**src/rtl/multi_source_select_debounce.sv**
```systemverilog
// Multi-channel jumper/selector debounce with prescaled sampling and a
// retriggerable "selection changed" pulse plus mask of changed channels.
module multi_source_select_debounce #(
   parameter int unsigned NCH          = 2,
   parameter int unsigned TICK_BITS    = 16,
   parameter int unsigned STABLE_TICKS = 2,
   parameter int unsigned PULSE_TICKS  = 1
) (
   input  logic           clk,
   input  logic           reset,
   input  logic [NCH-1:0] select,
   output logic [NCH-1:0] selectionresult,
   output logic           selectionchanged,
   output logic [NCH-1:0] changedmask,
   output logic           tick
);

   localparam int unsigned CW  = $clog2(STABLE_TICKS + 1);
   localparam int unsigned CW1 = CW + 1;
   localparam logic [CW:0] STABLE_MAX = CW1'(STABLE_TICKS);
   localparam logic [3:0]  PULSE_LOAD = 4'(PULSE_TICKS);

   localparam logic [1:0] ST_INIT  = 2'd0;
   localparam logic [1:0] ST_IDLE  = 2'd1;
   localparam logic [1:0] ST_PULSE = 2'd2;

   logic [1:0]           state_q, state_d;
   logic [TICK_BITS-1:0] prescale_q, prescale_d;
   logic [NCH-1:0]       sync1_q, sync1_d;
   logic [NCH-1:0]       sync2_q, sync2_d;
   logic [NCH-1:0]       result_q, result_d;
   logic                 changed_q, changed_d;
   logic [NCH-1:0]       mask_q, mask_d;
   logic [3:0]           pulse_q, pulse_d;
   logic [CW-1:0]        stable_q [NCH];
   logic [CW-1:0]        stable_d [NCH];
   logic [NCH-1:0]       accept;
   logic [CW:0]          inc;

   assign tick             = &prescale_q;
   assign selectionresult  = result_q;
   assign selectionchanged = changed_q;
   assign changedmask      = mask_q;

   always_comb begin
      prescale_d = prescale_q + 1'b1;
      sync1_d    = select;
      sync2_d    = sync1_q;
      state_d    = state_q;
      result_d   = result_q;
      changed_d  = changed_q;
      mask_d     = mask_q;
      pulse_d    = pulse_q;
      stable_d   = stable_q;
      accept     = '0;
      inc        = '0;
      if (tick) begin
         if (state_q == ST_INIT) begin
            result_d  = sync2_q;
            mask_d    = '1;
            changed_d = 1'b1;
            pulse_d   = PULSE_LOAD;
            state_d   = ST_PULSE;
         end else begin
            for (int unsigned i = 0; i < NCH; i++) begin
               if (sync2_q[i] == result_q[i]) begin
                  stable_d[i] = '0;
               end else begin
                  inc = {1'b0, stable_q[i]} + 1'b1;
                  if (inc == STABLE_MAX) begin
                     result_d[i] = sync2_q[i];
                     stable_d[i] = '0;
                     accept[i]   = 1'b1;
                  end else begin
                     stable_d[i] = inc[CW-1:0];
                  end
               end
            end
            // Any accept (re)starts the pulse; the mask only accumulates
            // while a pulse is already running.
            if (|accept) begin
               changed_d = 1'b1;
               pulse_d   = PULSE_LOAD;
               mask_d    = (state_q == ST_PULSE) ? (mask_q | accept) : accept;
               state_d   = ST_PULSE;
            end else if (state_q != ST_IDLE) begin
               pulse_d = pulse_q - 1'b1;
               if (pulse_q <= 4'd1) begin
                  pulse_d   = '0;
                  changed_d = 1'b0;
                  state_d   = ST_IDLE;
               end
            end
         end
      end
   end

   always_ff @(posedge clk or negedge reset) begin
      if (!reset) begin
         state_q    <= ST_INIT;
         prescale_q <= '0;
         sync1_q    <= '0;
         sync2_q    <= '0;
         result_q   <= '0;
         changed_q  <= 1'b0;
         mask_q     <= '0;
         pulse_q    <= '0;
         stable_q   <= '{default: '0};
      end else begin
         state_q    <= state_d;
         prescale_q <= prescale_d;
         sync1_q    <= sync1_d;
         sync2_q    <= sync2_d;
         result_q   <= result_d;
         changed_q  <= changed_d;
         mask_q     <= mask_d;
         pulse_q    <= pulse_d;
         stable_q   <= stable_d;
      end
   end

endmodule

```
**config.mk**
```make
export PLATFORM = sky130hd
export DESIGN_NAME = multi_source_select_debounce
export DESIGN_NICKNAME = d
export VERILOG_FILES = /design/src/rtl/multi_source_select_debounce.sv
export SDC_FILE = /design/constraint.sdc
export NUM_CORES = 1
export LEC_CHECK = 0
export ABC_AREA = 1
export BUFFER_PORTS_ARGS = -buffer_cell sky130_fd_sc_hd__buf_2
export CORE_MARGIN = 5
export CORE_UTILIZATION = 40
export CTS_CLUSTER_DIAMETER = 100
export DETAILED_ROUTE_END_ITERATION = 8
export RECOVER_POWER = 50
export SYNTH_ARGS = -nofsm -noshare
export SYNTH_HDL_FRONTEND = slang
export SYNTH_SLANG_ARGS = --single-unit
```
**constraint.sdc**
```tcl
create_clock -name clk -period 1.3 [get_ports clk]
set_input_delay 0.065 -clock clk [delete_from_list [all_inputs] [get_ports clk]]
set_output_delay 0.065 -clock clk [all_outputs]
set_load 0.01 [all_outputs]
```
Yosys cells after proc, flatten, opt, wreduce, memory -nomap -nowiden
Index checks and enable logic that the tools add are counted.
{ "totals": {"regBits": 35, "in_bits": 4, "word_cells": 72} }
{ "classes": {"muxes": 32, "n_addsub": 4, "n_reduce_logical": 14, "n_bitwise": 2, "n_eq_ne": 8, "magnitude_cmp": 1} }
{ "op_table": {"columns": ["op", "n"], "rows": [
  ["$reduce_and 18->1", 3],
  ["$reduce_and 17->1", 3],
  ["$mux 2", 12],
  ["$add 16x1->16 const B", 1],
  ["$mux 1", 16],
  ["$mux 4", 4],
  ["$reduce_and 16->1", 1],
  ["$add 2x1->3 const B", 2],
  ["$eq 3x2->1 const B", 2],
  ["$reduce_bool 2->1", 3],
  ["$reduce_bool 3->1", 2],
  ["$le 4x1->1 const B", 1],
  ["$ne 2x2->1 const B", 2],
  ["$sub 4x1->4 const B", 1],
  ["$eq 1x1->1", 2],
  ["$eq 2x2->1 const B", 1],
  ["$logic_not 2->1", 1],
  ["$ne 2x1->1 const B", 1],
  ["$or 2x2->2", 1],
  ["$reduce_or 2->1", 1],
  ["$not 1->1", 1]
]} }

Depth between registers and ports, before layout
{ "depth": {"depth_word": 10, "ltp_mapped": 9, "depth_no_buf": 9} }

Worst setup path before layout
OpenSTA, ideal clock, no wires.
{ "synth_timing": {"path_kind": "register to register", "start": "register prescale_q[0]", "end": "register state_q[0]", "required_time_ns": 1.179, "slack_ns": -0.067, "path_stages_with_launch": 8, "arrival_time_ns": 1.246, "setup_time_ns": 0.121, "synth_period_minus_slack_ns": 1.367, "cell_sequence": "dfrtp_1 ha_1 nand3_1 nor2_4 nand3_2 nor2_4 nand2_1 a21boi_1"} }
{ "synth_via": {"elab_chain_len": 1} }
{ "synth_lines": {"columns": ["item", "line_no", "rtl"], "rows": [
  ["from (decl)", "28", "logic [TICK_BITS-1:0] prescale_q, prescale_d;"],
  ["from (signal assigned)", "111", "prescale_q <= prescale_d;"],
  ["$reduce_and 18->1 (no source line)", null, null],
  ["to (signal assigned)", "110", "state_q <= state_d;"],
  ["to (decl)", "27", "logic [1:0] state_q, state_d;"]
]} }
No other way between the ends.
A chain may end at the register's enable or synchronous reset.

Worst setup path after layout
{ "layout_timing": {"start": "register prescale_q[1]", "end": "output port tick"} }
{ "layout_via": {"elab_chain_len": 1} }
{ "layout_lines": {"columns": ["item", "line_no", "rtl"], "rows": [
  ["$reduce_and 16->1", "40", "assign tick = &prescale_q;"],
  ["to (decl)", "15", "output logic tick"]
]} }
No other way between the ends.

==> reports/metrics.csv <==
stage,metric,value,unit
placement,"Cell Area, Placed",0.002044,mm2
logic_synthesis,share of the synthesized area in the top cell type,0.5224,
pwr,leak pwr,1.243,nW
logic_synthesis,Yosys warnings,0,
logic_synthesis,Area contributors post-synth,"dfrtp_1, nand2_1, inv_1",
logic_synthesis,"Primary FF master, synth",dfrtp_1,
critical_path,Setup CP Type,register to output port,
logic_synthesis,XOR/XNOR share of the synthesized area,0.06269,
placement,PortBufs,9,
grt,vias in the first global route,1454,
detailed_routing,DR vias,1350,
logic_synthesis,most numerous cell in the Yosys netlist,nand2_1,
logic_synthesis,async set-reset flop share out of synthesis,1.000,
run_status,violated checks,negative setup slack,
finish,diodes inserted,0,
detailed_routing,via/cell ratio,4.561,
finish,layout cells sized above 1,0.3699,
floorplanning,I/O Pins,10,
critical_path,CP Capture Type,output port,
logic_synthesis,mux cell area share after synthesis,0,
detailed_routing,DRT iter0 DRCs,56,
clock_tree,latest clock arrival within the worst-skew pair,280,ps
floorplanning,total core area,0.004029,mm2
logic_synthesis,largest family of logic cells by synthesized area,simple AND/OR/NAND/NOR gates,
logic_synthesis,Synth Area in Simple Gates,0.2881,
pwr,Tot Pwr,2.009,mW
placement,GPL Wtd Cong,0.8139,
logic_synthesis,syn_area_per_cell,9.263,um2
logic_synthesis,synthesized-area fraction occupied by adder cells,0.02239,
finish,design area,0.002361,mm2
clock_tree,clk root buf,clkbuf_8,
detailed_routing,Final ANT Viol Nets,0,
critical_path,slowest cell delay on critical path,390,ps
floorplanning,Die W,74.74,um
floorplanning,Total Die Area,0.005586,mm2
clock_tree,clk sink count,35,
clock_tree,CTS max path bufs,2,
critical_path,CP Cell Sequence,ha_4 > nand3_4 > nor2_4 > nand3_4 > nor2_4 > buf_6 > buf_6,
timing,Slew @ Worst Pin,454.9,ps
worst_hold_path,HP Class,input port to asynchronous set/reset pin,
critical_path,slowest CP cell,dfrtp_1,
pwr,Power per Cell Area,851.1,mW/mm2
finish,area grow syn2layout,40.82,%
finish,fin nets,252,
grt,gr ovfl total,0,
grt,gr usage total,0.1418,
floorplanning,Starting Density,0.4161,
placement,placed insts,272,
detailed_routing,router iterations before antenna repair,4,
timing,final worst clock skew,6.646,ps
run_status,status,"complete, but fails checks",
timing,final worst slack,-210.1,ps
logic_synthesis,Yosys reg bits,35,
grt,largest net degree at the start of global routing,21,
timing,count of final setup violators,23,
logic_synthesis,Cells after Synth,181,
logic_synthesis,"EDFF count, synth",0,
critical_path,CP max FO,2,
logic_synthesis,commonest cells in the netlist,"nand2_1, dfrtp_1, inv_1",
run,Max-cap violations,0,
critical_path,WP data required,1240,ps
logic_synthesis,Post-Syn Area,0.001677,mm2
logic_synthesis,"synthesized-area fraction occupied by ao, oa, aoi and oai cells",0.04403,
detailed_routing,WL/cell,11.80,um
critical_path,crit path DAT,1450,ps
pwr,VDD IR-drop max,0.0003694,V
timing,"Hold Vio Cnt, Final",0,
floorplanning,Die Ht,74.74,um
timing,min cycle time layout,1510,ps
finish,Final Non-Filler Cells,296,
timing,final max-slew violation count,0,
logic_synthesis,post-synthesis net count,188,
timing,Max Clock Freq,662.2,MHz
timing,RSZ-0062 raised after global routing,yes,
clock_tree,CTS buffer count,5,
placement,Detail Placement HPWL,2.513,mm
logic_synthesis,post-synthesis sequential area ratio,0.5224,
grt,first-pass GRT wire length,5.989,mm
timing,final period utilization,1.162,
timing,slew margin rel.,0.6967,
logic_synthesis,Synth area leader,dfrtp_1,
detailed_routing,Residual DRC,0,
floorplanning,row count,23,
grt,initial antenna violation count,0,
clock_tree,CTS tree,done,
critical_path,Startpoint Class,register,
detailed_routing,routed wire length,3.492,mm
clock_tree,clock transition at the registers of the reported paths,70,ps
logic_synthesis,"Distinct cells, synth",27,
clock_tree,CTS H-tree depth,2,
==> through the flow <==
| step | utilization | hold WS (ps) | worst slack, ps | setup TNS (ps) |
|---|---|---|---|---|
| floorplan | - | -230.6 | -50.30 | -201.3 |
| global placement | 0.5075 | 11.34 | -113.1 | -920.7 |
| detailed placement | 0.5075 | 17.36 | -211.7 | -1869 |
| CTS | 0.5745 | 245.5 | -218.8 | -2722 |
| global route | 0.5860 | 293.3 | -317.1 | -5335 |
| finish | 0.5860 | 239.3 | -210.1 | -2666 |
==> kinds of logic after synthesis <==
| kind of cell | after synthesis |
|---|---|
| AOI/OAI and AO/OA | 13 |
| and+or+nand+nor | 91 |
| DFF | 35 |
| buffers and inverters | 27 |
| adders and majority gates | 3 |
| xor gates and xnor gates | 12 |
==> metal layers <==
| layer | wire (um) | track usage | vias to the layer above |
|---|---|---|---|
| met5 | 0 | 0 | - |
| met4 | 78 | 0.06324 | 0 |
| met3 | 129 | 0.03872 | 7 |
| met2 | 1876 | 0.2576 | 20 |
| met1 | 1409 | 0.1532 | 631 |
| li1 | - | - | 692 |
==> worst paths after layout <==
kind                          startpoint             to  slack, ps  cells after the start
min in group clk              sync1_q[1]     sync2_q[1]        350                      0
max                        prescale_q[1]           tick       -210                      7
max reg2reg                prescale_q[1]     pulse_q[3]       -200                     10
max in group asynchronous          reset  prescale_q[4]        260                      3
min                                reset    stable_q[2]        240                      2
min reg2reg                   sync1_q[1]     sync2_q[1]        350                      0
==> worst max-delay path: cells and delay by family (launching register included) <==
kind                       cells  cell delay, ps
and+or+nand+nor                4             410
adders and majority gates      1             160
DFF                            1             390
buffers and inverters          2             200
==> report_power, final <==
| group | internal, mW | switching (mW) | leakage [nW] |
|---|---|---|---|
| clock network | 0.484 | 0.384 | 0.0515 |
| logic | 0.0139 | 0.0295 | 0.726 |
| registers | 1.09 | 0.00334 | 0.465 |
| total | 1.59 | 0.417 | 1.24 |
==> flip-flops by register name (all words and copies together) (netlist names) <==
| name | count |
|---|---|
| state_q | 2 |
| prescale_q | 16 |
| sync2_q | 2 |
| selectionresult | 2 |
| stable_q | 4 |
| changedmask | 2 |
| pulse_q | 4 |
| selectionchanged | 1 |
| sync1_q | 2 |
==> cell usage in the layout (no fill, tap or decap), types with 3 or more instances in the layout <==
cell	synthesis	layout
nor2_4	5	8
nand3_4	1	4
a21oi_1	5	5
inv_1	24	24
nand3_1	8	5
buf_2	0	8
o21ai_1	4	5
nor2_2	2	3
nand3_2	3	3
clkbuf_8	0	7
nor2_1	19	16
nand4_1	3	3
inv_2	2	3
xor2_1	10	10
dlygate4sd3_1	0	3
nand2_2	4	3
buf_4	0	41
dfrtp_1	35	35
nand2_1	39	39
==> layout make-up <==
class                      count  area, um2
inverter                      27      101.3
sequential                    35      875.8
tap                           50      62.56
multi-input combinational    120      795.8
fill                         339       1668
timing repair buffer          56      425.4
clock buffer                   8      100.1
==> repair_timing <==
action / CTS / global route
endpoints found under the setup margin: 21 / 26
gates cloned: 0 / 1
hold endpoints to repair: 17 / 0
pin swaps: 10 / 6
hold buffers: 3 / 0
resized for setup: 11 / 7
setup buffers: 10 / 2
Note: power is estimated with default switching activity, not from simulation.
